===== src/rtl/ext_pkg.sv =====
// ---------------------------------------------------------------------------
// ext_pkg
// Shared definitions for the registered extension unit.
//   - EXT_ZERO..EXT_LW : 3-bit operation encodings driven on in_mode
//   - ext_state_t      : occupancy states of the two-entry output buffer
//   - is_misaligned    : alignment rule for half/word loads
// No ports (package).
// ---------------------------------------------------------------------------
package ext_pkg;

  localparam logic [2:0] EXT_ZERO = 3'd0;
  localparam logic [2:0] EXT_SIGN = 3'd1;
  localparam logic [2:0] EXT_LUI  = 3'd2;
  localparam logic [2:0] EXT_LBU  = 3'd3;
  localparam logic [2:0] EXT_LB   = 3'd4;
  localparam logic [2:0] EXT_LHU  = 3'd5;
  localparam logic [2:0] EXT_LH   = 3'd6;
  localparam logic [2:0] EXT_LW   = 3'd7;

  // Number of valid entries held: output reg only, or output reg plus skid reg.
  typedef enum logic [1:0] {
    ST_EMPTY = 2'd0,
    ST_ONE   = 2'd1,
    ST_TWO   = 2'd2
  } ext_state_t;

  // Halves must sit on an even byte offset, words on offset zero.
  function automatic logic is_misaligned(input logic [2:0] mode, input logic [1:0] addr_lo);
    logic res;
    res = 1'b0;
    case (mode)
      EXT_LHU, EXT_LH: res = addr_lo[0];
      EXT_LW:          res = (addr_lo != 2'd0);
      default:         res = 1'b0;
    endcase
    return res;
  endfunction

endpackage


===== src/rtl/ext_core.sv =====
// ---------------------------------------------------------------------------
// ext_core
// Purely combinational extension datapath: picks the byte/half lane of a
// load word (little-endian), or the immediate, and zero/sign extends it.
// Optional macro EXT_ALIGN_CHK_EN: misaligned LH/LHU/LW yield exc=1, data=0.
// Without it exc is tied low and misaligned accesses use the aligned lane.
// Ports:
//   mode     in  3       operation (ext_pkg encodings)
//   imm      in  IMM_W   immediate operand
//   word     in  DATA_W  raw load word; lanes taken from the low 32 bits
//   addr_lo  in  2       byte offset of the load address
//   data     out DATA_W  extended result
//   exc      out 1       alignment fault
// ---------------------------------------------------------------------------
module ext_core
  import ext_pkg::*;
#(
  parameter int DATA_W = 32,
  parameter int IMM_W  = 16
) (
  input  logic [2:0]        mode,
  input  logic [IMM_W-1:0]  imm,
  input  logic [DATA_W-1:0] word,
  input  logic [1:0]        addr_lo,
  output logic [DATA_W-1:0] data,
  output logic              exc
);

  // Fill with the sign (or zero), then overwrite the low bits: works for any DATA_W
  // without zero-width replications.
  function automatic logic [DATA_W-1:0] ext8(input logic [7:0] v, input logic sgn);
    logic [DATA_W-1:0] r;
    r      = {DATA_W{sgn & v[7]}};
    r[7:0] = v;
    return r;
  endfunction

  function automatic logic [DATA_W-1:0] ext16(input logic [15:0] v, input logic sgn);
    logic [DATA_W-1:0] r;
    r       = {DATA_W{sgn & v[15]}};
    r[15:0] = v;
    return r;
  endfunction

  function automatic logic [DATA_W-1:0] ext32(input logic [31:0] v);
    logic [DATA_W-1:0] r;
    r       = {DATA_W{v[31]}};
    r[31:0] = v;
    return r;
  endfunction

  logic [7:0]        byte_s;
  logic [15:0]       half_s;
  logic [DATA_W-1:0] raw_s;

  // Byte lane select by byte offset.
  always_comb begin
    byte_s = 8'd0;
    case (addr_lo)
      2'd0:    byte_s = word[7:0];
      2'd1:    byte_s = word[15:8];
      2'd2:    byte_s = word[23:16];
      2'd3:    byte_s = word[31:24];
      default: byte_s = 8'd0;
    endcase
  end

  // Half lane select; only addr_lo[1] matters, so a misaligned half reads its aligned lane.
  always_comb begin
    half_s = 16'd0;
    if (addr_lo[1]) begin
      half_s = word[31:16];
    end else begin
      half_s = word[15:0];
    end
  end

  // Per-mode extension.
  always_comb begin
    raw_s = '0;
    case (mode)
      EXT_ZERO: begin
        raw_s            = '0;
        raw_s[IMM_W-1:0] = imm;
      end
      EXT_SIGN: begin
        raw_s            = {DATA_W{imm[IMM_W-1]}};
        raw_s[IMM_W-1:0] = imm;
      end
      EXT_LUI: begin
        raw_s                    = '0;
        raw_s[DATA_W-1 -: IMM_W] = imm;
      end
      EXT_LBU: raw_s = ext8(byte_s, 1'b0);
      EXT_LB:  raw_s = ext8(byte_s, 1'b1);
      EXT_LHU: raw_s = ext16(half_s, 1'b0);
      EXT_LH:  raw_s = ext16(half_s, 1'b1);
      EXT_LW:  raw_s = ext32(word[31:0]);
      default: raw_s = '0;
    endcase
  end

`ifdef EXT_ALIGN_CHK_EN
  // Faulting accesses return zero data with the fault flag set.
  always_comb begin
    data = '0;
    exc  = 1'b0;
    if (is_misaligned(mode, addr_lo)) begin
      data = '0;
      exc  = 1'b1;
    end else begin
      data = raw_s;
      exc  = 1'b0;
    end
  end
`else
  assign data = raw_s;
  assign exc  = 1'b0;
`endif

endmodule


===== src/rtl/ext_stream_unit.sv =====
// ---------------------------------------------------------------------------
// ext_stream_unit
// Registered immediate/load-data extender behind a valid/ready handshake with
// a two-entry buffer (output reg + skid reg). A push is visible on out_* the
// next cycle when the output reg is free; order is strictly FIFO.
// Optional macro EXT_ALIGN_CHK_EN enables the alignment fault on out_exc.
// Ports:
//   clk         in  1       rising-edge clock
//   reset       in  1       synchronous, active-high
//   in_valid    in  1       request present
//   in_ready    out 1       unit can accept (registered)
//   in_mode     in  3       operation (ext_pkg encodings)
//   in_imm      in  IMM_W   immediate operand
//   in_word     in  DATA_W  raw memory word for load modes
//   in_addr_lo  in  2       byte offset of the load address
//   out_valid   out 1       result present
//   out_ready   in  1       consumer accepts
//   out_data    out DATA_W  extended result
//   out_exc     out 1       alignment fault flag
// ---------------------------------------------------------------------------
module ext_stream_unit
  import ext_pkg::*;
#(
  parameter int DATA_W = 32,
  parameter int IMM_W  = 16
) (
  input  logic              clk,
  input  logic              reset,
  input  logic              in_valid,
  output logic              in_ready,
  input  logic [2:0]        in_mode,
  input  logic [IMM_W-1:0]  in_imm,
  input  logic [DATA_W-1:0] in_word,
  input  logic [1:0]        in_addr_lo,
  output logic              out_valid,
  input  logic              out_ready,
  output logic [DATA_W-1:0] out_data,
  output logic              out_exc
);

  ext_state_t        state_r;
  ext_state_t        next_state_s;
  logic              in_ready_r;
  logic              out_valid_r;
  logic [DATA_W-1:0] out_data_r;
  logic              out_exc_r;
  logic [DATA_W-1:0] skid_data_r;
  logic              skid_exc_r;
  logic [DATA_W-1:0] res_data_s;
  logic              res_exc_s;
  logic              push_s;
  logic              pop_s;
  logic              load_out_s;
  logic              load_skid_s;
  logic              out_from_skid_s;

  assign push_s = in_valid & in_ready_r;
  assign pop_s  = out_valid_r & out_ready;

  ext_core #(
    .DATA_W (DATA_W),
    .IMM_W  (IMM_W)
  ) u_core (
    .mode    (in_mode),
    .imm     (in_imm),
    .word    (in_word),
    .addr_lo (in_addr_lo),
    .data    (res_data_s),
    .exc     (res_exc_s)
  );

  // State register.
  always_ff @(posedge clk) begin
    if (reset) begin
      state_r <= ST_EMPTY;
    end else begin
      state_r <= next_state_s;
    end
  end

  // Next-state logic; TWO never sees a push because in_ready is low there.
  always_comb begin
    next_state_s = state_r;
    case (state_r)
      ST_EMPTY: begin
        if (push_s) begin
          next_state_s = ST_ONE;
        end else begin
          next_state_s = ST_EMPTY;
        end
      end
      ST_ONE: begin
        if (push_s && !pop_s) begin
          next_state_s = ST_TWO;
        end else if (pop_s && !push_s) begin
          next_state_s = ST_EMPTY;
        end else begin
          next_state_s = ST_ONE;
        end
      end
      ST_TWO: begin
        if (pop_s) begin
          next_state_s = ST_ONE;
        end else begin
          next_state_s = ST_TWO;
        end
      end
      default: next_state_s = ST_EMPTY;
    endcase
  end

  // Output/datapath control decoded from state and handshakes.
  always_comb begin
    load_out_s      = 1'b0;
    load_skid_s     = 1'b0;
    out_from_skid_s = 1'b0;
    case (state_r)
      ST_EMPTY: begin
        if (push_s) begin
          load_out_s = 1'b1;
        end else begin
          load_out_s = 1'b0;
        end
      end
      ST_ONE: begin
        if (push_s && pop_s) begin
          load_out_s = 1'b1;
        end else if (push_s) begin
          load_skid_s = 1'b1;
        end else begin
          load_out_s  = 1'b0;
          load_skid_s = 1'b0;
        end
      end
      ST_TWO: begin
        if (pop_s) begin
          load_out_s      = 1'b1;
          out_from_skid_s = 1'b1;
        end else begin
          load_out_s      = 1'b0;
          out_from_skid_s = 1'b0;
        end
      end
      default: begin
        load_out_s      = 1'b0;
        load_skid_s     = 1'b0;
        out_from_skid_s = 1'b0;
      end
    endcase
  end

  // Handshake flags registered from the next state so they line up with the buffer contents.
  always_ff @(posedge clk) begin
    if (reset) begin
      in_ready_r  <= 1'b1;
      out_valid_r <= 1'b0;
    end else begin
      in_ready_r  <= (next_state_s != ST_TWO);
      out_valid_r <= (next_state_s != ST_EMPTY);
    end
  end

  // Output and skid registers; the output reg holds whenever it is not reloaded.
  always_ff @(posedge clk) begin
    if (reset) begin
      out_data_r  <= '0;
      out_exc_r   <= 1'b0;
      skid_data_r <= '0;
      skid_exc_r  <= 1'b0;
    end else begin
      if (load_out_s) begin
        if (out_from_skid_s) begin
          out_data_r <= skid_data_r;
          out_exc_r  <= skid_exc_r;
        end else begin
          out_data_r <= res_data_s;
          out_exc_r  <= res_exc_s;
        end
      end
      if (load_skid_s) begin
        skid_data_r <= res_data_s;
        skid_exc_r  <= res_exc_s;
      end
    end
  end

  assign in_ready  = in_ready_r;
  assign out_valid = out_valid_r;
  assign out_data  = out_data_r;
  assign out_exc   = out_exc_r;

endmodule

===== config.mk =====
export PLATFORM = sky130hd
export DESIGN_NAME = ext_stream_unit
export DESIGN_NICKNAME = d
export VERILOG_FILES = /design/src/rtl/ext_pkg.sv /design/src/rtl/ext_core.sv /design/src/rtl/ext_stream_unit.sv
export SDC_FILE = /design/constraint.sdc
export NUM_CORES = 1
export LEC_CHECK = 0
export CAP_MARGIN = 20
export CORE_AREA = 2 2 105 86
export CTS_BUF_LIST = sky130_fd_sc_hd__clkbuf_8
export CTS_CLUSTER_DIAMETER = 60
export CTS_CLUSTER_SIZE = 10
export DETAILED_ROUTE_END_ITERATION = 8
export DIE_AREA = 0 0 107 88
export PLACE_DENSITY = 0.73
export SYNTH_ARGS = -nofsm -noshare
export SYNTH_HDL_FRONTEND = slang
export SYNTH_SLANG_ARGS = --single-unit

===== constraint.sdc =====
create_clock -name clk -period 5.35 [get_ports clk]
set_input_delay 1.605 -clock clk [delete_from_list [all_inputs] [get_ports clk]]
set_output_delay 1.605 -clock clk [all_outputs]
set_load 0.1 [all_outputs]

## Yosys cells after proc, flatten, opt, wreduce, memory -nomap -nowiden

Index checks and enable logic that the tools add are counted.

- Register bits after elaboration: 68
- Bits of input ports: 57
- Output and inout bits: 35
- Logic and storage cells: 45

- Equal/unequal tests: 13
- Muxes and demuxes: 16
- Bitwise gates (word level): 2
- Reductions and logical operators: 9

Operators with widths:

| operator | count |
|---|---|
| $pmux 32 s8 | 1 |
| $mux 32 | 1 |
| $pmux 8 s4 | 1 |
| $mux 16 | 1 |
| $eq 3x3->1 const B | 4 |
| $mux 1 | 8 |
| $eq 2x2->1 const B | 3 |
| $eq 3x2->1 const B | 2 |
| $pmux 2 s3 | 1 |
| $eq 2x1->1 const B | 2 |
| $logic_not 2->1 | 2 |
| $mux 2 | 2 |
| $eq 3x1->1 const B | 1 |
| $logic_and 1x1->1 | 3 |
| $logic_not 3->1 | 1 |
| $pmux 1 s3 | 1 |
| $and 1x1->1 | 2 |
| $logic_not 1->1 | 2 |
| $ne 2x2->1 const B | 1 |
| $reduce_bool 2->1 | 1 |

## Longest topological paths before layout

- Depth in word-level cells: 7
- Gate-level depth with buffers: 9
- Mapped depth without buffers: 7

## Cells and area by module

From an unflattened synthesis, not the netlist that was laid out.

- Cell total of the unflattened synthesis: 521
- Area total of the unflattened synthesis: 3887.5 um^2

Modules (own cells, without submodules):

| module | times used | cells each | area each (um^2) | sequential area each (um^2) |
|---|---|---|---|---|
| ext_stream_unit | 1 | 355 | 2781.4 | 1401.3 |
| ext_core | 1 | 166 | 1106.1 | 0.0 |

## Least setup slack after synthesis

No wires, ideal clock.

- Path type: input-to-reg
- Start: in in_addr_lo[0]
- End: reg out_data_r[21], in the netlist out_data[21]
- Setup time: 0.134 ns
- Data arrival time: 3.146 ns
- Required time: 5.216 ns
- Setup slack: 2.070 ns
- Stages: 8
- Path buffers: 3
- Path through: buf_6 mux2_4 mux4_2 a32o_1 buf_6 buf_12 a21oi_2 o22ai_1

- Longest elaborated chain between the ends: 4
- Elaborated cells between the ends (all ways): 7
- Those cells by class: eq/ne (3); mux (3); reduce/logical (1)

RTL lines:

| item | RTL line | source |
|---|---|---|
| from (decl) | ext_stream_unit.sv:34 | `input logic [1:0] in_addr_lo,` |
| $eq 2x2->1 (tied with other cells) | ext_core.sv:59 | `case (addr_lo)` |
| $pmux 8 s4 (*) | ext_core.sv:59 |  |
| $pmux 32 s8 (*) | ext_core.sv:81 | `case (mode)` |
| $mux 32 (*) | ext_stream_unit.sv:172 | `if (out_from_skid_s) begin` |
| to (signal assigned) | ext_stream_unit.sv:173 | `out_data_r <= skid_data_r;` |
| to (signal assigned) | ext_stream_unit.sv:176 | `out_data_r <= res_data_s;` |
| to (decl) | ext_stream_unit.sv:45 | `logic [DATA_W-1:0] out_data_r;` |

Mark *: on every way between the ends. The rest lies on a longest branch, timed or not.
A chain may end at the register's enable or synchronous reset.

## Worst setup path after layout

- Start: in in_mode[2]
- End: reg out_data_r[4], in the netlist out_data[4]

- Longest elaborated chain between the ends: 3
- Elaborated cells between the ends (all ways): 10
- Those cells by class: eq/ne (7); mux (2); reduce/logical (1)

RTL lines:

| item | RTL line | source |
|---|---|---|
| from (decl) | ext_stream_unit.sv:31 | `input logic [2:0] in_mode,` |
| $eq 3x3->1 (tied with other cells) | ext_core.sv:81 |  |
| $pmux 32 s8 (*) | ext_core.sv:81 |  |
| $mux 32 (*) | ext_stream_unit.sv:172 |  |

Marks and branches as above.

==> run summary <==
Clock power share: 32.9%
Fill cell count: 742
Gate Count Post-Synth: 440
CP delay by family, top: buffers and inverters
CP max-delay cell: clkdlybuf4s50_1
TritonCTS Buffers: 9
Critical path endpoint category: register
Critical-path cell list: clkdlybuf4s50_1 -> clkinv_1 -> o211a_1 -> o311ai_0 -> buf_4 -> nor2_1 -> o31ai_1
CTS resizes: 0
Status: finished clean
Final setup vio count: 0
Psw: 0.537 mW
Site Rows: 30
H-tree depth: 3
Worst Tran Pin Value: 0.991 ns
Worst-path maximum fanout: 17
Vias post-DR: 3795
Share of cells above drive strength 1: 10.1%
Clk Latency, worst-skew pair: 0.34 ns
Drc violations: 0
Post-Layout Inst Area: 4850 um2
Slew Viols, Final: 0
Die height: 88 um
Root Driver: clkbuf_8
Final worst path period share: 76.9%
IO Pins: 92
Synth-to-Final Area Change: 31.8%
Ant diodes: 0
Largest net degree at the start of global routing: 62
Hold Path Class: reg -> reg
Peak VDD IR: 0.213 mV
Syn nets: 500
Gpl congestion: 0.939
Worst setup path class: in -> reg
Worst setup SP type: primary input
Post-Route WL: 11.4 mm
Maxcap violations: 0
Total Power: 1.56 mW
Final hold vios: 0
Global route overflow: 0
Setup Buffers After CTS: 0
Core area: 8370 um2
Sink Count: 68
Int Pwr: 1.02 mW
Register share of total power: 36.6%
Post-synthesis register bit count: 68
Initial core utilization: 43.9%
Post-synth EDFFs: 0
Critical Path Max Stage Delay: 0.79 ns
Unrepaired setup endpoints after global routing: false
1st-pass router iterations: 5
Die area: 9420 um2
WP data arrival: 4.36 ns
Worst Path Buf+Inv: 3
Setup slack at placement: 0.964 ns
Syn. warnings: 0
Placed insts: 610
Final WS setup: 1.23 ns
Combinational share of power: 30.5%
Syn_area_per_cell: 8.35 um2
Post-DP HPWL: 8.10 mm
First-pass GRT wire length: 17.6 mm
CTS tree: yes
Initial drt markers: 320
Commonest cells after routing, fill and taps aside: 90 x clkdlybuf4s50_1, 68 x dfxtp_1, 46 x o21ai_0, 43 x a21oi_1, 28 x nor2_1
Hold_buf cts: 0
Post-DR wirelength/cell: 18.2 um
Setup TNS: 0 ns
Via density: 6.06
Post-Syn Area: 3680 um2
Fin crit period: 4.12 ns
Achievable Freq: 243 MHz
Distinct cells, synth: 47
Post-DRT Antenna Nets: 0
Nets@finish: 569
Sequential area share after synthesis: 37.0%
Post-Place Cell Area: 4600 um2
Overall Global Routing Usage: 24.1%
Asr flop ratio synth: 0%
Clock skew: 0.0107 ns
Die Wd: 107 um
P_leak: 1.72 nW
Commonest non-fill, non-tap cell in the layout: clkdlybuf4s50_1
Worst-path clk slew: 0.08 ns
Worst path required time: 5.60 ns
Final std cells w/o fill: 626
Switch share: 34.5%
Max clock buf depth: 2
Commonest register cell after synthesis: dfxtp_1
PwrDens: 322 nW/um2
Initial antenna violation count: 0
Vias in the first global route: 3368
I/O Buffers: 90
Slew HR: 33.7%
==> metrics by stage <==
step	utilization [%]	hold WS [ns]
floorplan	-	0.441
global placement	54.9	0.456
detailed placement	54.9	0.461
CTS	57.9	0.472
global route	57.9	0.488
finish	57.9	0.467
==> cells in the mapped netlist, types with 2 or more instances <==
cell type   n  area, um2
nor2_1     28        105
nor2b_1     2       12.5
buf_1       2       7.51
o311ai_1    3       26.3
mux2_2     10        113
o311ai_0    4       35.0
nand3_1    25        125
nand2b_1    9       56.3
a22o_1      9       78.8
nand2_1    21       78.8
and2_1      4       25.0
ha_1        3       37.5
clkinv_1    2       7.51
o31ai_1     7       52.6
inv_1       2       7.51
buf_6       3       33.8
a31oi_1     2       12.5
a32o_1      2       20.0
a221oi_1    9       78.8
clkbuf_1   33        124
a21oi_1    43        215
o22ai_1    18        113
mux2i_1    14        140
o21ai_0    46        230
buf_2       5       25.0
o211ai_1   14        105
a21oi_2    10       87.6
dfxtp_1    68       1360
a22oi_1    18        135
a2bb2oi_1   7       61.3
==> tightest hold or removal path, delay by kind of cell, from the launching register on <==
kind / cells / cell delay, ns
flip-flops: 1 / 0.31
AND/OR/NAND/NOR: 1 / 0.06
AO/OA/AOI/OAI: 1 / 0.06
==> flip-flops by register name, summed over array words and instances, names as in the netlist <==
| signal | flops |
|---|---|
| in_ready | 1 |
| out_valid | 1 |
| out_data | 32 |
| skid_data_r | 32 |
| state_r | 2 |
==> metal layers <==
layer  global-route usage, %  part of all wire, %  up-vias
met5                       0                    0        -
met4                    6.38                  1.8        0
met3                    5.58                  7.0       22
met2                    39.6                   46      171
met1                    32.2                   46     1795
li1                        -                    -     1807
==> power groups by stage <==
stage / logic (mW) / registers (mW) / clock network (mW)
final: 0.475 / 0.571 / 0.513
after global routing: 0.499 / 0.575 / 0.543
after CTS: 0.472 / 0.570 / 0.517
after detailed placement: 0.470 / 0.581 / 0
after global placement: 0.467 / 0.580 / 0
after floorplan: 0.175 / 0.733 / 0
==> path summary, 6_finish.rpt <==
check / from / end / slack (ns) / cells past startpoint
max reg2reg: state_r[1]$_SDFF_PP0_ / out_data[21]$_SDFFE_PP0P_ / 3.16 / 7
min: out_data[6]$_SDFFE_PP0P_ / out_data[6]$_SDFFE_PP0P_ / 0.47 / 2
min reg2reg: out_data[6]$_SDFFE_PP0P_ / out_data[6]$_SDFFE_PP0P_ / 0.47 / 2
max: in_mode[2] / out_data[4]$_SDFFE_PP0P_ / 1.23 / 7
==> area by class of cell <==
cell class	instances	area, um2	share of cell area [%]
clock buffers	10	138	2.84
clock inverters	6	111	2.30
inverters	4	15.0	0.310
multi-input cells	323	2080	43.0
flip-flops and latches	68	1360	28.1
well taps	112	140	2.89
repair buffers	103	998	20.6
==> logic make-up after synthesis <==
family,share of synthesized area [%]
buf+inv,6.33
fa+ha+maj,1.02
flops,37.0
compound gates,35.2
simple gates,12.4
mux,7.90
other cells,0.102
Note: power is estimated with default switching activity, not from simulation.
